### src/rtl/alu_result_collector_if.sv
// Read-side bundle of the ALU result collector.
// Carries the head entry of the result FIFO to the downstream consumer with a
// valid/ready handshake.
//   res_valid  collector -> consumer  FIFO not empty
//   res_data   collector -> consumer  head entry data (2*WIDTH)
//   res_class  collector -> consumer  00 arith, 01 logic, 10 cmp, 11 shift
//   res_carry  collector -> consumer  head entry carry
//   res_ready  consumer -> collector  consumer accepts the head entry
interface alu_result_collector_if #(
  parameter int WIDTH = 16
);
  logic                 res_valid;
  logic                 res_ready;
  logic [2*WIDTH-1:0]   res_data;
  logic [1:0]           res_class;
  logic                 res_carry;

  modport master (
    output res_valid,
    output res_data,
    output res_class,
    output res_carry,
    input  res_ready
  );

  modport slave (
    input  res_valid,
    input  res_data,
    input  res_class,
    input  res_carry,
    output res_ready
  );
endinterface

### src/rtl/alu_result_collector.sv
// Consumer end of the ALU output bundle.
// Samples the ALU result bundle when enable=1, selects the active result class
// by its one-hot flag, widens it to a 2*WIDTH entry and buffers it in a
// first-word-fall-through FIFO read through the rd interface. Keeps per-class
// push counters and sticky overflow / multiple-flag error bits.
// Ports:
//   clk, reset_n          clock and synchronous active-low reset
//   enable                sample the ALU bundle this cycle
//   Arith_OUT..Carry_OUT  ALU results
//   *_Flag                one-hot result class valid flags
//   clear_err             clears overflow and flag_err
//   rd                    head entry valid/ready read port (master side)
//   fifo_count            occupied FIFO entries
//   overflow, flag_err    sticky error status
//   *_cnt                 successful pushes per class, wrapping
module alu_result_collector #(
  parameter int WIDTH = 16,
  parameter int DEPTH = 4,
  parameter int CNT_W = 8
) (
  input  logic                      clk,
  input  logic                      reset_n,
  input  logic                      enable,
  input  logic [2*WIDTH-1:0]        Arith_OUT,
  input  logic [WIDTH-1:0]          Logic_OUT,
  input  logic [1:0]                CMP_OUT,
  input  logic [WIDTH-1:0]          SHIFT_OUT,
  input  logic                      Carry_OUT,
  input  logic                      Arith_Flag,
  input  logic                      Logic_Flag,
  input  logic                      CMP_Flag,
  input  logic                      SHIFT_Flag,
  input  logic                      clear_err,
  alu_result_collector_if.master    rd,
  output logic [$clog2(DEPTH):0]    fifo_count,
  output logic                      overflow,
  output logic                      flag_err,
  output logic [CNT_W-1:0]          arith_cnt,
  output logic [CNT_W-1:0]          logic_cnt,
  output logic [CNT_W-1:0]          cmp_cnt,
  output logic [CNT_W-1:0]          shift_cnt
);

  localparam int DW    = 2 * WIDTH;
  localparam int PTR_W = $clog2(DEPTH);
  localparam int CW    = PTR_W + 1;
  localparam logic [CW-1:0] FULL_COUNT = CW'(DEPTH);

  localparam logic [1:0] CLS_ARITH = 2'b00;
  localparam logic [1:0] CLS_LOGIC = 2'b01;
  localparam logic [1:0] CLS_CMP   = 2'b10;
  localparam logic [1:0] CLS_SHIFT = 2'b11;

  // Number of flags raised in a bundle; used to detect illegal multi-flag bundles.
  function automatic logic [2:0] flag_count(input logic [3:0] f);
    flag_count = {2'b00, f[0]} + {2'b00, f[1]} + {2'b00, f[2]} + {2'b00, f[3]};
  endfunction

  // FIFO storage
  logic [DW-1:0]    mem_data_r  [DEPTH];
  logic [1:0]       mem_class_r [DEPTH];
  logic             mem_carry_r [DEPTH];
  logic [PTR_W-1:0] wr_ptr_r;
  logic [PTR_W-1:0] rd_ptr_r;
  logic [CW-1:0]    count_r;

  // Registered outputs
  logic             res_valid_r;
  logic [DW-1:0]    res_data_r;
  logic [1:0]       res_class_r;
  logic             res_carry_r;
  logic             overflow_r;
  logic             flag_err_r;
  logic [CNT_W-1:0] arith_cnt_r;
  logic [CNT_W-1:0] logic_cnt_r;
  logic [CNT_W-1:0] cmp_cnt_r;
  logic [CNT_W-1:0] shift_cnt_r;

  // Next-state helpers
  logic [3:0]       flags_s;
  logic             one_hot_s;
  logic             multi_s;
  logic [DW-1:0]    new_data_s;
  logic [1:0]       new_class_s;
  logic             new_carry_s;
  logic             full_s;
  logic             pop_s;
  logic             push_req_s;
  logic             push_ok_s;
  logic             ovf_set_s;
  logic             ferr_set_s;
  logic [PTR_W-1:0] rd_next_s;
  logic [CW-1:0]    count_next_s;
  logic [DW-1:0]    head_data_s;
  logic [1:0]       head_class_s;
  logic             head_carry_s;

  // Decode the flag bundle and form the widened entry.
  always_comb begin
    flags_s     = {Arith_Flag, Logic_Flag, CMP_Flag, SHIFT_Flag};
    one_hot_s   = (flag_count(flags_s) == 3'd1);
    multi_s     = (flag_count(flags_s) > 3'd1);
    new_data_s  = '0;
    new_class_s = CLS_ARITH;
    new_carry_s = 1'b0;
    case (flags_s)
      4'b1000: begin
        new_data_s  = Arith_OUT;
        new_class_s = CLS_ARITH;
        new_carry_s = Carry_OUT;
      end
      4'b0100: begin
        new_data_s  = {{WIDTH{1'b0}}, Logic_OUT};
        new_class_s = CLS_LOGIC;
      end
      4'b0010: begin
        new_data_s  = {{(DW-2){1'b0}}, CMP_OUT};
        new_class_s = CLS_CMP;
      end
      4'b0001: begin
        new_data_s  = {{WIDTH{1'b0}}, SHIFT_OUT};
        new_class_s = CLS_SHIFT;
      end
      default: begin
        new_data_s  = '0;
        new_class_s = CLS_ARITH;
        new_carry_s = 1'b0;
      end
    endcase
  end

  // Push/pop arbitration, occupancy and the head value seen after this edge.
  always_comb begin
    full_s     = (count_r == FULL_COUNT);
    pop_s      = (count_r != '0) && rd.res_ready;
    push_req_s = enable && one_hot_s;
    // A full FIFO still accepts a push when the head leaves in the same cycle.
    push_ok_s  = push_req_s && (!full_s || pop_s);
    ovf_set_s  = push_req_s && full_s && !pop_s;
    ferr_set_s = enable && multi_s;

    if (pop_s) begin
      rd_next_s = rd_ptr_r + PTR_W'(1);
    end else begin
      rd_next_s = rd_ptr_r;
    end

    case ({push_ok_s, pop_s})
      2'b10:   count_next_s = count_r + CW'(1);
      2'b01:   count_next_s = count_r - CW'(1);
      default: count_next_s = count_r;
    endcase

    // The slot being written becomes the head when the FIFO is empty after the pop.
    if (push_ok_s && (wr_ptr_r == rd_next_s)) begin
      head_data_s  = new_data_s;
      head_class_s = new_class_s;
      head_carry_s = new_carry_s;
    end else begin
      head_data_s  = mem_data_r[rd_next_s];
      head_class_s = mem_class_r[rd_next_s];
      head_carry_s = mem_carry_r[rd_next_s];
    end
  end

  // FIFO, output registers, counters and sticky status.
  always_ff @(posedge clk) begin
    if (!reset_n) begin
      for (int i = 0; i < DEPTH; i++) begin
        mem_data_r[i]  <= '0;
        mem_class_r[i] <= 2'b00;
        mem_carry_r[i] <= 1'b0;
      end
      wr_ptr_r    <= '0;
      rd_ptr_r    <= '0;
      count_r     <= '0;
      res_valid_r <= 1'b0;
      res_data_r  <= '0;
      res_class_r <= 2'b00;
      res_carry_r <= 1'b0;
      overflow_r  <= 1'b0;
      flag_err_r  <= 1'b0;
      arith_cnt_r <= '0;
      logic_cnt_r <= '0;
      cmp_cnt_r   <= '0;
      shift_cnt_r <= '0;
    end else begin
      if (push_ok_s) begin
        mem_data_r[wr_ptr_r]  <= new_data_s;
        mem_class_r[wr_ptr_r] <= new_class_s;
        mem_carry_r[wr_ptr_r] <= new_carry_s;
        wr_ptr_r              <= wr_ptr_r + PTR_W'(1);
        case (new_class_s)
          CLS_ARITH: arith_cnt_r <= arith_cnt_r + CNT_W'(1);
          CLS_LOGIC: logic_cnt_r <= logic_cnt_r + CNT_W'(1);
          CLS_CMP:   cmp_cnt_r   <= cmp_cnt_r + CNT_W'(1);
          CLS_SHIFT: shift_cnt_r <= shift_cnt_r + CNT_W'(1);
          default:   arith_cnt_r <= arith_cnt_r;
        endcase
      end
      rd_ptr_r    <= rd_next_s;
      count_r     <= count_next_s;
      res_valid_r <= (count_next_s != '0);
      res_data_r  <= head_data_s;
      res_class_r <= head_class_s;
      res_carry_r <= head_carry_s;

      // A new error in the same cycle as clear_err leaves the bit set.
      if (ovf_set_s) begin
        overflow_r <= 1'b1;
      end else if (clear_err) begin
        overflow_r <= 1'b0;
      end
      if (ferr_set_s) begin
        flag_err_r <= 1'b1;
      end else if (clear_err) begin
        flag_err_r <= 1'b0;
      end
    end
  end

  assign rd.res_valid = res_valid_r;
  assign rd.res_data  = res_data_r;
  assign rd.res_class = res_class_r;
  assign rd.res_carry = res_carry_r;
  assign fifo_count   = count_r;
  assign overflow     = overflow_r;
  assign flag_err     = flag_err_r;
  assign arith_cnt    = arith_cnt_r;
  assign logic_cnt    = logic_cnt_r;
  assign cmp_cnt      = cmp_cnt_r;
  assign shift_cnt    = shift_cnt_r;

endmodule

### src/flat_wrapper.sv
// flat-port wrapper written by rule: the top's interface ports become plain ports
module alu_result_collector_flat 
#(
  parameter int WIDTH = 16,
  parameter int DEPTH = 4,
  parameter int CNT_W = 8
)
  (clk, reset_n, enable, Arith_OUT, Logic_OUT, CMP_OUT, SHIFT_OUT, Carry_OUT, Arith_Flag, Logic_Flag, CMP_Flag, SHIFT_Flag, clear_err, fifo_count, overflow, flag_err, arith_cnt, logic_cnt, cmp_cnt, shift_cnt, rd_res_valid, rd_res_data, rd_res_class, rd_res_carry, rd_res_ready);
  alu_result_collector_if #(.WIDTH(WIDTH)) rd_i ();
  input  logic clk;
  input  logic reset_n;
  input  logic enable;
  input  logic [2*WIDTH-1:0] Arith_OUT;
  input  logic [WIDTH-1:0] Logic_OUT;
  input  logic [1:0] CMP_OUT;
  input  logic [WIDTH-1:0] SHIFT_OUT;
  input  logic Carry_OUT;
  input  logic Arith_Flag;
  input  logic Logic_Flag;
  input  logic CMP_Flag;
  input  logic SHIFT_Flag;
  input  logic clear_err;
  output logic [$clog2(DEPTH):0] fifo_count;
  output logic overflow;
  output logic flag_err;
  output logic [CNT_W-1:0] arith_cnt;
  output logic [CNT_W-1:0] logic_cnt;
  output logic [CNT_W-1:0] cmp_cnt;
  output logic [CNT_W-1:0] shift_cnt;
  output wire logic [$bits(rd_i.res_valid)-1:0] rd_res_valid;
  output wire logic [$bits(rd_i.res_data)-1:0] rd_res_data;
  output wire logic [$bits(rd_i.res_class)-1:0] rd_res_class;
  output wire logic [$bits(rd_i.res_carry)-1:0] rd_res_carry;
  input wire logic [$bits(rd_i.res_ready)-1:0] rd_res_ready;
  assign rd_res_valid = rd_i.res_valid;
  assign rd_res_data = rd_i.res_data;
  assign rd_res_class = rd_i.res_class;
  assign rd_res_carry = rd_i.res_carry;
  assign rd_i.res_ready = rd_res_ready;
  alu_result_collector #(.WIDTH(WIDTH), .DEPTH(DEPTH), .CNT_W(CNT_W)) u_core (.clk(clk), .reset_n(reset_n), .enable(enable), .Arith_OUT(Arith_OUT), .Logic_OUT(Logic_OUT), .CMP_OUT(CMP_OUT), .SHIFT_OUT(SHIFT_OUT), .Carry_OUT(Carry_OUT), .Arith_Flag(Arith_Flag), .Logic_Flag(Logic_Flag), .CMP_Flag(CMP_Flag), .SHIFT_Flag(SHIFT_Flag), .clear_err(clear_err), .rd(rd_i), .fifo_count(fifo_count), .overflow(overflow), .flag_err(flag_err), .arith_cnt(arith_cnt), .logic_cnt(logic_cnt), .cmp_cnt(cmp_cnt), .shift_cnt(shift_cnt));
endmodule
### config.mk
export PLATFORM = sky130hd
export DESIGN_NAME = alu_result_collector_flat
export DESIGN_NICKNAME = d
export VERILOG_FILES = /design/src/rtl/alu_result_collector_if.sv /design/src/rtl/alu_result_collector.sv /design/src/flat_wrapper.sv
export SDC_FILE = /design/constraint.sdc
export NUM_CORES = 1
export LEC_CHECK = 0
export ABC_AREA = 0
export BUFFER_PORTS_ARGS = -buffer_cell sky130_fd_sc_hd__buf_4
export CAP_MARGIN = 20
export CORE_MARGIN = 4
export CORE_UTILIZATION = 62
export CTS_CLUSTER_DIAMETER = 60
export DETAILED_ROUTE_END_ITERATION = 8
export GPL_TIMING_DRIVEN = 0
export PLACE_DENSITY = 0.89
export SETUP_SLACK_MARGIN = 0.2
export SYNTH_ARGS = -nofsm -noshare
export SYNTH_HDL_FRONTEND = slang
export SYNTH_SLANG_ARGS = --single-unit
### constraint.sdc
create_clock -name clk -period 9.97 [get_ports clk]
set_clock_uncertainty 0.1 [all_clocks]
set_input_delay 1.4955 -clock clk [delete_from_list [all_inputs] [get_ports clk]]
set_output_delay 1.4955 -clock clk [all_outputs]
set_load 0.02 [all_outputs]
==> flow_summary.ini <==
[run_status]
status = finished, final reports clean

[layout]
seq_area_um2 = 5715
mostFrequentLayoutCells = buf_4 (151), edfxtp_1 (137), nor2_1 (125), dfxtp_1 (80), mux4_2 (68)
diodes = 0
multi_input_area_um2 = 4486
syn_to_final_growth_pct = 20.59
layout.cells.non_filler = 1260
nNetsFinal = 1111
mostFrequentLayoutCell = buf_4
nFillCells = 993
drive_above_1_share_pct = 27.69

[global_routing]
antenna_found_initial = 0
grt_max_degree = 35
overflow = 0
grtUsageTotal_pct = 28.75
grt_pass1_wl_um = 44170
grt_pass1_vias = 8364

[logic_synthesis]
ys_async_sr_fraction_pct = 0
ys_ff_latch = 217
yosysWarnings = 0
synth_cell_type_count = 56
synth_area_leaders = edfxtp_1 (39%), dfxtp_1 (15%), mux4_2 (14%), nor2_1 (4.4%), mux2i_1 (3.6%)
syn_nets = 938
synth_top_area_share_pct = 38.84
syn_inst = 850
yosys.area.top_type = edfxtp_1
synthFlopType = edfxtp_1
yosysSeqAreaShare_pct = 53.96
synth.avg_cell_area_um2 = 12.46
synth_area_um2 = 10590
synth_edf_count = 137

[min_path]
holdPathEnd = u_core.arith_cnt[1]$_SDFFE_PN0P_
worstHoldStart = u_core.arith_cnt[1]$_SDFFE_PN0P_
hold_depth = 2
hold_path.class = reg2reg

[sta]
fin_setup_tns_ps = 0
maxSlewViolCount = 0
tightestPinTransition_ps = 1017
rsz0062_at_grt = false
setup_ws_ps = 4579
min_period_ps = 5391
setup_viol = 0
max_freq_mhz = 185.5
finalHoldViolCount = 0
whs_ps = 404.8
worst_slew_margin_rel_pct = 31.95
period_share_pct = 54.07

[worst_setup_path]
cp_slowest_stage_delay_ps = 820
path_delay_family = buffers and inverters
crit_fanout = 34
cp_data_required_time_ps = 9980
path_cells = clkbuf_1 > inv_1 > fa_1 > inv_1 > ha_1 > nor4b_1 > clkbuf_1 > nand4_1 > clkbuf_1 > buf_1 > nand2_2
cp-start-kind = primary input
arrival_ps = 5400
critPathBufInv = 6
path_class = in2reg
reg2reg_to = u_core.mem_data_r[2][25]$_SDFFCE_PN0P_
worst_setup_path_end_kind = flip-flop
worst_path_most_repeated_cell = clkbuf_1
reg2reg_slack_ps = 6190
cp_slowest_cell = nand2_2
regToRegStartpoint = u_core.fifo_count[0]$_SDFF_PN0_
reg2regPathDepth = 7

[floorplanning]
io_pins = 149
start_util_pct = 63.64
die_w_um = 138.7
rows = 47
dieArea_um2 = 19240
die_h_um = 138.7
core_um2 = 16640

[clock_tree]
holdBufCountCts = 0
ctsResizeCount = 0
tritoncts = done
clk_path_buf_depth = 3
cts.clk_slew.worst_paths_ps = 50
cts_setup_buffers = 0
cts_root_buf = clkbuf_16
clk_latency_ps = 510
cts_sinks = 217
cts_buffers = 23
h-tree-depth = 1

[route]
via_per_inst = 6.423
m1WireLength_um = 10010
routed-wl-met2_um = 13920
drt_iter0_drc = 1027
postRouteAntennaNets = 0
top_layer = met4
wl_met3_um = 3102
drc = 0
wirelength_um = 28100
drtPass1Iterations = 9
avgRoutedWirePerCell_um = 22.30
num_vias = 8093

[power]
peakVddDrop_v = 0.0001399
total_power_mw = 2.604
p_per_area_nw_per_um2 = 203.9
p_leak_nw = 4.786

[placement]
pre_cts_ws_ps = 4256
dp_hpwl_um = 18490
dp.cells = 1217
gp_congestion = 0.8139
portBuffers = 146

[run]
maxCapViolations = 0
synthesized netlist by cell type (3+ instances only):
library cell / count
o21ai_0: 13
ha_1: 10
buf_4: 4
or3_1: 6
buf_1: 8
a21boi_0: 6
xor2_1: 7
xnor2_1: 25
mux4_2: 68
buf_2: 20
or2_2: 3
nand4_1: 12
a222oi_1: 15
o22ai_1: 34
nand2_1: 48
a21oi_1: 5
mux2i_1: 38
nor3_1: 9
and2_1: 41
clkbuf_1: 34
and3_1: 11
edfxtp_1: 137
nand3_1: 16
dfxtp_1: 80
nor2b_1: 6
nor2_1: 125
inv_1: 30
area by class of cell:
type | instances | area share (%)
Buffer | 66 | 2.253
Clock buffer | 31 | 4.986
Clock inverter | 11 | 1.058
Inverter | 30 | 0.8817
Multi-Input combinational cell | 537 | 35.12
Sequential cell | 217 | 44.75
Tap cell | 220 | 2.155
Timing Repair Buffer | 148 | 8.797
per-layer routing:
| metal | global-route usage (%) | vias to the layer above |
|---|---|---|
| met2 | 49.02 | 595 |
| met5 | 0 | - |
| met4 | 11.38 | 0 |
| met3 | 5.345 | 102 |
| li1 | - | 3519 |
| met1 | 36.80 | 3877 |
kinds of logic after synthesis:
| logic type | Yosys count | share of synthesized area [%] |
|---|---|---|
| and+or+nand+nor | 290 | 13.07 |
| DFF | 217 | 53.96 |
| muxes | 107 | 18.16 |
| AOI/OAI and AO/OA | 96 | 6.828 |
| buffers and inverters | 96 | 3.780 |
| xor gates and xnor gates | 32 | 2.646 |
| adders and majority gates | 12 | 1.559 |
how the worst max path moves through the flow:
stage	from	to	cells after the start
floorplan	Arith_Flag	u_core.mem_class_r[1][0]$_SDFFCE_PN0P_	11
finish	Arith_Flag	u_core.mem_data_r[2][25]$_SDFFCE_PN0P_	11
global placement	Arith_Flag	u_core.mem_data_r[2][1]$_SDFFCE_PN0P_	11
detailed placement	Arith_Flag	u_core.mem_data_r[2][6]$_SDFFCE_PN0P_	11
global route	Arith_Flag	u_core.mem_data_r[2][25]$_SDFFCE_PN0P_	11
CTS	Arith_Flag	u_core.mem_data_r[2][25]$_SDFFCE_PN0P_	11
through the flow:
stage	area [um2]	utilization (%)
floorplan	10590	-
finish	12770	76.75
CTS	12760	76.70
detailed placement	11990	72.06
global route	12770	76.75
global placement	11960	71.88
registers in the layout, indices dropped and copies added, names as in the netlist:
| signal | cells |
|---|---|
| u_core.arith_cnt | 8 |
| u_core.cmp_cnt | 8 |
| u_core.fifo_count | 3 |
| u_core.flag_err | 1 |
| u_core.logic_cnt | 8 |
| u_core.mem_carry_r | 4 |
| u_core.mem_class_r | 8 |
| u_core.mem_data_r | 128 |
| u_core.overflow | 1 |
| u_core.rd.res_carry | 1 |
| u_core.rd.res_class | 2 |
| u_core.rd.res_data | 32 |
| u_core.rd.res_valid | 1 |
| u_core.rd_ptr_r | 2 |
| u_core.shift_cnt | 8 |
| u_core.wr_ptr_r | 2 |
power breakdown:
group	total, mW	switching [mW]	internal, mW
clock network	0.869	0.341	0.527
registers	1.06	0.0312	1.03
logic	0.678	0.369	0.309
total	2.60	0.742	1.86
worst register-to-register path: stages (launching register included):
cell,delay [ps]
dfxtp_1,350
buf_2,200
or4b_1,530
clkbuf_1,200
nand4_1,170
clkbuf_1,510
buf_1,510
nand2_2,720
No activity file was read; power rests on OpenSTA's default activity.
